## src/rtl/display_sched_pkg.sv

```systemverilog
// ============================================================================
// display_sched_pkg : message codes, FSM states and one-hot decode shared by
//                     the display status scheduler.   Rev 1.0
// ============================================================================
`default_nettype none

package display_sched_pkg;

  // Numeric order equals display priority, so preemption is a plain compare.
  typedef enum logic [2:0] {
    NONE  = 3'd0,
    LIVRE = 3'd1,
    PARE  = 3'd2,
    FULL  = 3'd3,
    ERRO  = 3'd4
  } msg_t;

  typedef enum logic [0:0] {
    IDLE = 1'b0,
    SHOW = 1'b1
  } state_t;

  // Bit order {Erro, Full, Pare, Livre}.
  function automatic logic [3:0] msg_to_onehot(input msg_t m);
    logic [3:0] oh;
    oh = 4'b0000;
    case (m)
      LIVRE:   oh = 4'b0001;
      PARE:    oh = 4'b0010;
      FULL:    oh = 4'b0100;
      ERRO:    oh = 4'b1000;
      default: oh = 4'b0000;
    endcase
    return oh;
  endfunction

endpackage

`default_nettype wire

```

## src/rtl/display_status_scheduler_tick_prescaler.sv

```systemverilog
// ============================================================================
// tick_prescaler : free-running divider, one-cycle tick every TICK_DIV clocks.
//                  Rev 1.0
// ============================================================================
`default_nettype none

module tick_prescaler #(
  parameter int TICK_DIV = 50000
) (
  input  logic Clock,
  input  logic Reset,
  output logic tick
);

  localparam int                 c_CNT_W = $clog2(TICK_DIV);
  localparam logic [c_CNT_W-1:0] c_LAST  = c_CNT_W'(TICK_DIV - 1);

  logic [c_CNT_W-1:0] cnt_q;

  always_ff @(posedge Clock) begin
    if (Reset) begin
      cnt_q <= '0;
    end else if (cnt_q == c_LAST) begin
      cnt_q <= '0;
    end else begin
      cnt_q <= cnt_q + c_CNT_W'(1);
    end
  end

  assign tick = (cnt_q == c_LAST);

endmodule

`default_nettype wire

```

## src/rtl/display_status_scheduler.sv

```systemverilog
// ============================================================================
// display_status_scheduler : priority arbitration + minimum hold for the 7-seg
//   message select. Optional Erro blink: DISPLAY_SCHED_BLINK_EN.   Rev 1.0
// ============================================================================
`default_nettype none

module display_status_scheduler
  import display_sched_pkg::*;
#(
  parameter int TICK_DIV    = 50000,
  parameter int HOLD_TICKS  = 500,
  parameter int BLINK_TICKS = 250
) (
  input  logic Clock,
  input  logic Reset,
  input  logic ReqLivre,
  input  logic ReqPare,
  input  logic ReqErro,
  input  logic ReqFull,
  output logic Livre,
  output logic Pare,
  output logic Erro,
  output logic Full,
  output logic Ativo,
  output logic Mudou
);

  localparam int                  c_HOLD_W   = $clog2(HOLD_TICKS + 1);
  localparam logic [c_HOLD_W-1:0] c_HOLD_MAX = c_HOLD_W'(HOLD_TICKS);

  if (TICK_DIV < 2 || HOLD_TICKS < 1 || BLINK_TICKS < 1) begin : g_param_check
    $error("display_status_scheduler: illegal parameter value");
  end

  logic                tick;
  state_t              state_q, state_d;
  msg_t                cur_q, cur_d;
  msg_t                winner;
  logic [c_HOLD_W-1:0] hold_q, hold_d;
  logic                changed;
  logic                erro_gate;
  logic [3:0]          sel_q;
  logic                ativo_q;
  logic                mudou_q;

  tick_prescaler #(
    .TICK_DIV (TICK_DIV)
  ) u_prescaler (
    .Clock (Clock),
    .Reset (Reset),
    .tick  (tick)
  );

  always_comb begin
    winner = NONE;
    if      (ReqErro)  winner = ERRO;
    else if (ReqFull)  winner = FULL;
    else if (ReqPare)  winner = PARE;
    else if (ReqLivre) winner = LIVRE;
  end

  always_comb begin
    state_d = state_q;
    cur_d   = cur_q;
    hold_d  = hold_q;
    case (state_q)
      IDLE: begin
        if (winner != NONE) begin
          state_d = SHOW;
          cur_d   = winner;
          hold_d  = '0;
        end
      end
      SHOW: begin
        // A switch cycle restarts the hold, so a coincident tick is dropped.
        if (winner > cur_q || (winner != cur_q && hold_q == c_HOLD_MAX)) begin
          cur_d  = winner;
          hold_d = '0;
          if (winner == NONE) state_d = IDLE;
        end else if (tick && hold_q != c_HOLD_MAX) begin
          hold_d = hold_q + c_HOLD_W'(1);
        end
      end
      default: state_d = IDLE;
    endcase
  end

  assign changed = (cur_d != cur_q);

`ifdef DISPLAY_SCHED_BLINK_EN
  localparam int                   c_BLINK_W    = (BLINK_TICKS > 1) ? $clog2(BLINK_TICKS) : 1;
  localparam logic [c_BLINK_W-1:0] c_BLINK_LAST = c_BLINK_W'(BLINK_TICKS - 1);

  logic [c_BLINK_W-1:0] blink_cnt_q, blink_cnt_d;
  logic                 phase_q, phase_d;

  always_comb begin
    blink_cnt_d = blink_cnt_q;
    phase_d     = phase_q;
    if (changed || cur_q != ERRO) begin
      blink_cnt_d = '0;
      phase_d     = 1'b1;
    end else if (tick) begin
      if (blink_cnt_q == c_BLINK_LAST) begin
        blink_cnt_d = '0;
        phase_d     = ~phase_q;
      end else begin
        blink_cnt_d = blink_cnt_q + c_BLINK_W'(1);
      end
    end
  end

  always_ff @(posedge Clock) begin
    if (Reset) begin
      blink_cnt_q <= '0;
      phase_q     <= 1'b1;
    end else begin
      blink_cnt_q <= blink_cnt_d;
      phase_q     <= phase_d;
    end
  end

  assign erro_gate = phase_d;
`else
  assign erro_gate = 1'b1;
`endif

  always_ff @(posedge Clock) begin
    if (Reset) begin
      state_q <= IDLE;
      cur_q   <= NONE;
      hold_q  <= '0;
      sel_q   <= '0;
      ativo_q <= 1'b0;
      mudou_q <= 1'b0;
    end else begin
      state_q <= state_d;
      cur_q   <= cur_d;
      hold_q  <= hold_d;
      sel_q   <= msg_to_onehot(cur_d) & {erro_gate, 3'b111};
      ativo_q <= (state_d == SHOW);
      mudou_q <= changed;
    end
  end

  assign Livre = sel_q[0];
  assign Pare  = sel_q[1];
  assign Full  = sel_q[2];
  assign Erro  = sel_q[3];
  assign Ativo = ativo_q;
  assign Mudou = mudou_q;

endmodule

`default_nettype wire
```

## config.mk

```make
export PLATFORM = sky130hd
export DESIGN_NAME = display_status_scheduler
export DESIGN_NICKNAME = d
export VERILOG_FILES = /design/src/rtl/display_sched_pkg.sv /design/src/rtl/display_status_scheduler_tick_prescaler.sv /design/src/rtl/display_status_scheduler.sv
export SDC_FILE = /design/constraint.sdc
export NUM_CORES = 1
export LEC_CHECK = 0
export CAP_MARGIN = 20
export CORE_UTILIZATION = 55
export DETAILED_ROUTE_END_ITERATION = 10
export DONT_BUFFER_PORTS = 1
export HOLD_SLACK_MARGIN = 0.03
export PLACE_DENSITY = 0.73
export SYNTH_ARGS = -nofsm -noshare
export SYNTH_HDL_FRONTEND = slang
export SYNTH_HIERARCHICAL = 1
export SYNTH_SLANG_ARGS = --single-unit
```

## constraint.sdc

```tcl
create_clock -name Clock -period 3.42 [get_ports Clock]
set_input_delay 0.684 -clock Clock [delete_from_list [all_inputs] [get_ports Clock]]
set_output_delay 0.684 -clock Clock [all_outputs]
set_load 0.1 [all_outputs]
```

==> results.txt, run 1 <==
* Critical path fanouts, max: 9
- Die H: 58.4 um
- Req. time, crit path: 3630 ps
* Pin count of the biggest net entering global routing: 16
* Kind of start point of the critical path: input pin
- Total Wirelength: 3390 um
* Growth of design area from synthesis to finish: 3.86%
- In the final layout, the share of cells above drive strength 1 is 8.25%.
* Wire length of the first global-routing pass: 6100 um
* Post-route setup TNS: 0 ps
* Transition at the pin with the smallest max-transition slack: 941 ps
- Across the whole layout, storage elements account for 681 sq um.
- Synthesis Warnings: 6
* Instance count of the mapped netlist: 204
- CTS saw 34 sinks.
- Setup repair after global routing left no endpoint under its margin.
- Final number of setup-violating endpoints: 0
- The mapped netlist covers 0.00175 sq mm.
- Final-layout worst hold slack: 399 ps
- Clock tree synthesis inserted a total of 5 buffers.
* Maximum clock frequency: 0.395 GHz
* Remaining max-slew budget at the tightest pin: 37.2%
- In this run the remaining antenna-violating nets after routing total 0.
- Port buffering added 0 buffers.
- From left edge to right edge, the die measures 58.4 um.
- For this run, the leading register cell type out of synthesis is sky130_fd_sc_hd__dfxtp_1.
* Count of max-cap constraint violations: 0
- The number of placed instances, taps included, is 244.
- The synthesized design contains 34 register bits.
- Averaged over all synthesized cells, the footprint is 8.59 sq um.
- Clock skew on the completed layout was measured at 15.3 ps.
- Total number of placement rows: 20
- DPL Wire Length: 2440 um
- Level count of the clock H-tree: 2
* Number of antenna violations at the first check in global routing: 0
* Total Routing Usage GR: 23.5%
* Post-layout min period: 2530 ps
- In the synthesized netlist the async set-or-reset flop fraction comes to 0%.
- Clk Tree Root Cell: sky130_fd_sc_hd__clkbuf_4
* Result of the run: finished, final reports clean
- The worst setup path is captured at a flip-flop.
- STA puts the critical path data arrival time at 2750 ps.
- Clock-pin slew was measured on the worst setup and hold paths at 110 ps.
- Maximum clock path buffer count: 2
- The most critical setup path has its startpoint at ReqFull.
- Part of the cycle the worst path needs: 74.0%
* Worst Min Path Start: Reset
* DRC violation count after routing: 0
* Number of enable-type register cells in the synthesized netlist: 0
- For this configuration, the core starts out at a cell density of 57.9%.
* Crit Path Class: in2reg
- In this run the standard cell core region covers 0.00303 sq mm.
* Count of inserted antenna diode cells: 0
* Number of DRC violations after detailed-routing iteration 0: 92
- Gates resized during post-CTS repair numbered 0.
- Number of placed I/O pins: 12
- Routed via count: 1417
* Hold bufs inserted after CTS: 0
- Power per unit of standard cell area: 434 mW/mm^2
* Wire length per cell: 13.6 um
- Sequential element share of the synthesized area: 38.9%
- Overall power consumption: 0.000790 W
- TritonCTS built the clock tree.
- The number of pins exceeding their max-slew limit in the final report came to 0.
- Number of hold violations in the final report: 0
- The pre-antenna-repair detailed-routing pass consisted of 4 iterations.
- The analysis attributes to cell leakage a power of 0.644 nW.
* Reg2Reg Launch Point: cur_q[1]$_SDFF_PP0_
- Via-to-Cell Ratio: 5.67
* Fin nets: 219
* Insertion delay of the later-clocked pin in the worst-skew pair: 340 ps
- The floorplan step defined a die boundary enclosing 0.00341 sq mm.
- The worst-case IR drop observed on VDD is 0.277 mV.
- In the final layout, the multi-input gates occupy 987 sq um.
- Final Instance Count excl. Fillers: 250
* Number of inserted filler cells in the final layout: 286
- Mapped Nets: 216
* Post-CTS Setup Bufs: 0
- Via count of the first global-routing pass: 1371
- The number of different library cells used by synthesis comes to 46.
* Last weighted congestion value of the routability-driven placer: 0.837
- Gr ovfl total: 0
- Class of the tightest hold or removal check: in2reg
-- through the flow --
step	utilization, %	worst slack [ps]	instance area, sq um
after global routing	60.1	739	1820
after CTS	60.1	918	1820
after global placement	58.4	638	1770
after floorplan	-	818	1750
after detailed placement	58.4	556	1770
final	60.1	888	1820
-- state kept, by name (all words and copies together) (netlist names) --
register and count:
u_prescaler/cnt_q 16, hold_q 9, sel_q 4, cur_q 3, Ativo 1, Mudou 1
-- synth_stat cells (2+ instances only) --
library cell | count | area share, %
sky130_fd_sc_hd__nand2_1 | 10 | 2.1
sky130_fd_sc_hd__nor4_1 | 4 | 1.4
sky130_fd_sc_hd__and3b_1 | 3 | 1.5
sky130_fd_sc_hd__nor4bb_1 | 2 | 1.1
sky130_fd_sc_hd__and3_1 | 3 | 1.1
sky130_fd_sc_hd__xnor2_1 | 15 | 7.5
sky130_fd_sc_hd__nor3_1 | 8 | 2.3
sky130_fd_sc_hd__a21oi_1 | 3 | 0.86
sky130_fd_sc_hd__nand4_1 | 5 | 1.8
sky130_fd_sc_hd__ha_1 | 6 | 4.3
sky130_fd_sc_hd__buf_6 | 2 | 1.3
sky130_fd_sc_hd__nor2_1 | 41 | 8.8
sky130_fd_sc_hd__a31oi_1 | 2 | 0.71
sky130_fd_sc_hd__nand3_1 | 16 | 4.6
sky130_fd_sc_hd__xor2_1 | 8 | 4.0
sky130_fd_sc_hd__o21bai_1 | 2 | 0.86
sky130_fd_sc_hd__nand4_2 | 2 | 1.4
sky130_fd_sc_hd__dfxtp_1 | 34 | 39
sky130_fd_sc_hd__inv_1 | 10 | 2.1
sky130_fd_sc_hd__nor2b_1 | 2 | 0.71
-- layout by cell type, fill, tap and decap left out, types with 3 or more instances in the layout --
master,count
sky130_fd_sc_hd__a21oi_1,3
sky130_fd_sc_hd__and3b_1,3
sky130_fd_sc_hd__nand3_1,16
sky130_fd_sc_hd__xnor2_1,15
sky130_fd_sc_hd__and3_1,3
sky130_fd_sc_hd__nor3_1,8
sky130_fd_sc_hd__nor4_1,4
sky130_fd_sc_hd__nand4_1,5
sky130_fd_sc_hd__ha_1,6
sky130_fd_sc_hd__clkbuf_4,5
sky130_fd_sc_hd__dfxtp_1,34
sky130_fd_sc_hd__inv_1,10
sky130_fd_sc_hd__xor2_1,8
sky130_fd_sc_hd__nor2_1,41
sky130_fd_sc_hd__nand2_1,10
-- final timing paths --
kind,cells after the start,slack [ps],to
max,9,890,hold_q[7]$_SDFFE_PP0P_
min,1,400,Ativo$_SDFF_PP0_
max reg2reg,8,1110,hold_q[7]$_SDFFE_PP0P_
min reg2reg,1,480,u_prescaler/cnt_q[0]$_SDFF_PP0_
-- worst max-delay path, cell delays in order --
cell                       delay (ps)
sky130_fd_sc_hd__o21bai_1         280
sky130_fd_sc_hd__inv_1             90
sky130_fd_sc_hd__ha_1             330
sky130_fd_sc_hd__and3_1           210
sky130_fd_sc_hd__a21oi_1           50
sky130_fd_sc_hd__or4b_1           700
sky130_fd_sc_hd__nand3_1          180
sky130_fd_sc_hd__xor2_1           160
sky130_fd_sc_hd__nor2_1            50
-- cells by family after synthesis --
family                   after synthesis  share of synthesized area (%)
AND/OR/NAND/NOR                      108                           32.6
flip-flops                            34                           38.9
AO/OA/AOI/OAI                         18                           7.93
XOR/XNOR                              23                           11.5
buffers and inverters                 15                           4.79
adder cells (fa/ha/maj)                6                           4.29
-- layout make-up --
| class | instances | share of cell area [%] |
|---|---|---|
| tap | 44 | 3.03 |
| clock buffer | 6 | 2.82 |
| timing repair buffer | 1 | 0.413 |
| multi-input combinational | 155 | 54.3 |
| inverter | 10 | 2.06 |
| sequential | 34 | 37.4 |
-- routing by layer --
| metal | vias up | track usage, % | share of wire (%) |
|---|---|---|---|
| met5 | - | 0 | 0 |
| met4 | 0 | 11.2 | 1.4 |
| met3 | 5 | 6.59 | 5.1 |
| met2 | 39 | 38.6 | 49 |
| met1 | 664 | 28.4 | 45 |
| li1 | 709 | - | - |
-- report_power, final --
group	total, W	switching (W)	internal [W]	leakage (nW)
Combinational	0.000111	0.0000666	0.0000447	0.338
Sequential	0.000459	0.0000492	0.000410	0.276
Clock	0.000220	0.000127	0.0000926	0.0302
Total	0.000790	0.000243	0.000547	0.644
No activity file was read; power rests on OpenSTA's default activity.
==> run 2: changes to the inputs <==
PLACE_DENSITY = 0.76   (was 0.73)
clock period = 2.2 ns   (was 3.42 ns; I/O delays follow)
==> results.txt, run 2 (synthesis gave the netlist of run 1 again) <==
* Die H: 58.4 um (unchanged)
- Count of inserted antenna diode cells: 0 (unchanged)
* Die area: 0.00341 sq mm (unchanged)
- The sum of net half-perimeters after detailed placement is 2420 um (-0.67%).
- In the layout the commonest cells are sky130_fd_sc_hd__nor2_1, sky130_fd_sc_hd__dfxtp_1, sky130_fd_sc_hd__nand3_1, sky130_fd_sc_hd__xnor2_1, sky130_fd_sc_hd__buf_4.
* Clock power share: 27.7% (about the same)
- The met1 layer wirelength in the final routing is 1490 um (-1.6%).
- Wire length of the first global-routing pass: 5580 um (-8.5%)
- Level count of the clock H-tree: 2 (unchanged)
* Nature of the critical path endpoint: flip-flop
- The final weighted congestion of routability-driven global placement came to 0.834 (-0.42%).
- Result of the run: finished, final reports clean
- The worst hold path cell count was 1 (unchanged).
- In this run the most critical hold path is launched from Reset.
* Gr ovfl total: 0 (unchanged)
- Part of the cycle the worst path needs: 93.9%
- Derived from the worst setup path, the maximum achievable clock frequency is 0.484 GHz.
* Sink Count: 34 (unchanged)
- The number of standard cells in the final layout excluding fillers was 264 (+5.6%).
* Kind of start point of the critical path: flip-flop
* Number of iterations in the first detailed-routing pass: 4 (unchanged)
- The ratio of cells with drive above 1 in the final layout is 18.2% (+9.9 points).
- Terminating pin of the worst hold path: Ativo$_SDFF_PP0_
* Number of clock buffers inserted by TritonCTS: 5 (unchanged)
- The total length of routed wires is 3330 um (-1.7%).
* DRC violation count after routing: 0 (unchanged)
- In this run the clock root is driven by a sky130_fd_sc_hd__clkbuf_4.
* Number of hold violations in the final report: 0 (unchanged)
* Number of placed I/O pins: 12 (unchanged)
* Largest register by flop count: u_prescaler/cnt_q
- Net switching component of the power: 0.000389 W (+60%)
- Cell depth of the worst flop-to-flop path: 9 (+1)
- The setup slack after placement is -152 ps (-708 ps).
- The combinational fraction of design power is 21.5% (+7.4 points).
- Leakage power total: 0.705 nW (+9.5%)
- The maximum number of buffers from clock root to sink came to 2 (unchanged).
- In the final layout, the registers with the most flip-flops are u_prescaler/cnt_q x16, hold_q x9, sel_q x4.
- The internal power component came to 0.000897 W (+64%).
* Crit Path Class: reg2reg
- Reg power frac: 50.8% (-7.3 points)
- Critical path fanouts, max: 9 (unchanged)
- Count of port buffers added during placement: 0 (unchanged)
- Via count of the first global-routing pass: 1340 (-2.3%)
- Total Routing Usage GR: 22.0% (-1.5 points)
* VDD IR max: 0.365 mV (+32%)
* Total number of placement rows: 20 (unchanged)
- The number of buffers inserted by post-CTS setup repair was 0 (unchanged).
- The worst hold path belongs to the class in2reg.
* Fin nets: 231 (+5.5%)
- Number of DRC violations after detailed-routing iteration 0: 59 (-36%)
- The number of antenna violations at the first check in global routing is 0 (unchanged).
- Final number of setup-violating endpoints: 0 (unchanged)
* Wire length per cell: 12.6 um (-6.9%)
- Transition at the pin with the smallest max-transition slack: 510 ps (-431 ps)
* Routed via count: 1423 (+0.42%)
* Pin count of the biggest net entering global routing: 16 (unchanged)
- Fin. max-slew vios: 0 (unchanged)
- The switching share of power came to 30.2% (-0.56 points).
- Req. time, crit path: 2420 ps (-1210 ps)
- Worst reg-to-reg setup slack: 130 ps (-980 ps)
- The library cell used most frequently in the layout, excluding fill and tap cells, is sky130_fd_sc_hd__nor2_1.
- The met2 routed wirelength was 1660 um (+0.36%).
- The startpoint identified for the worst register-to-register timing path is cur_q[1]$_SDFF_PP0_.
- The clock transition at the registers of the reported paths is 100 ps (about the same).
* Remaining max-slew budget at the tightest pin: 66.0% (+29 points)
- Clock tree from TritonCTS: yes
- The number of max-capacitance violations reported is 0 (unchanged).
- The cell total after placement came to 256 (+4.9%).
- The worst-case hold slack is 156 ps (-243 ps).
* Number of flip-flops in the largest register: 16 (unchanged)
* Final worst slack: 134 ps (-754 ps)
- Total met3 wirelength after detailed routing: 134 um (-23%)
* Antenna-violating nets left: 0 (unchanged)
* Initial Utilization: 57.9% (unchanged)
- The smallest clock period supported by the final layout is computed as 2070 ps.
* Power per unit of standard cell area: 651 mW/mm^2 (+50%)
- Insertion delay of the later-clocked pin in the worst-skew pair: 330 ps (about the same)
- The worst clock skew on the final layout is 8.22 ps (-7.11 ps).
- Top layer in use: met4
- The critical path arrival is 2280 ps (-470 ps).
- The detail-routed via count per cell came to 5.39 (-4.9%).
- Growth of design area from synthesis to finish: 12.9%
- RSZ-0062 raised after global routing: false
- Die span in x: 58.4 um (unchanged)
* Worst R2R End: hold_q[6]$_SDFFE_PP0P_
- The core footprint is 0.00303 sq mm (unchanged).
run 2: changes by cell type in the layout (fill, tap and decap cells not counted), sizes merged:
cell and delta:
buf +12, clkbuf +1, clkinv +1
run 2: power groups by stage:
stage          Sequential, W  Combinational (W)  Clock [W]
2_1_floorplan       0.000729           0.000155          0
3_3_place_gp        0.000667           0.000258          0
3_5_place_dp        0.000668           0.000267          0
4_1_cts             0.000654           0.000267   0.000364
5_1_grt             0.000657           0.000299   0.000398
6_report            0.000654           0.000276   0.000356
run 2: timing repair:
item	in CTS	in global routing
hold endpoints to repair	0	0
setup endpoints to repair	0	12
hold buffers	0	0
gates resized for setup	0	5
run 2: worst max path at each step:
stage | start | endpoint | slack, ps | depth (start not counted)
finish | cur_q[1]$_SDFF_PP0_ | hold_q[6]$_SDFFE_PP0P_ | 130 | 9
global route | cur_q[1]$_SDFF_PP0_ | hold_q[6]$_SDFFE_PP0P_ | 20 | 9
CTS | cur_q[2]$_SDFF_PP0_ | sel_q[1]$_SDFF_PP0_ | 20 | 9
detailed placement | ReqLivre | hold_q[5]$_SDFFE_PP0P_ | -150 | 10
global placement | ReqLivre | hold_q[5]$_SDFFE_PP0P_ | -90 | 10
floorplan | ReqLivre | hold_q[5]$_SDFFE_PP0P_ | -60 | 10
run 2: area by class of cell:
type                       count  area (sq um)
fill                         243          1050
multi-input combinational    155          1040
sequential                    34           683
timing repair buffer          13          97.6
clock buffer                   7          55.1
tap                           44          55.1
inverter                      10          37.5
clock inverter                 1          5.00
run 2: metal layers:
layer  vias to the layer above  track usage [%]
li1                        736                -
met1                       658             24.6
met2                        23             37.1
met3                         6             6.81
met4                         0             12.6
met5                         -                0
run 2: stage by stage:
step	setup TNS [ps]	utilization (%)	power (W)	cell area, sq um
2_1_floorplan	-353	-	0.000885	1790
3_3_place_gp	-728	62.6	0.000925	1890
3_5_place_dp	-1170	62.6	0.000934	1890
4_1_cts	0	64.5	0.00128	1950
5_1_grt	0	65.3	0.00135	1980
6_report	0	65.3	0.00129	1980
run 2: worst max-delay path, cell delays in order (launching register included):
cell and delay (ps):
sky130_fd_sc_hd__dfxtp_2 330, sky130_fd_sc_hd__inv_1 50, sky130_fd_sc_hd__ha_1 310, sky130_fd_sc_hd__and3_4 200
sky130_fd_sc_hd__a21oi_1 40, sky130_fd_sc_hd__or4b_1 510, sky130_fd_sc_hd__buf_4 190, sky130_fd_sc_hd__nand3_1 100
sky130_fd_sc_hd__xor2_1 170, sky130_fd_sc_hd__nor2_1 60
==> run 3: changes to the inputs <==
CTS_CLUSTER_SIZE = 25   (was default)
==> results of run 3 <==
The final DEF is identical to that of run 2; final timing and power are the same.
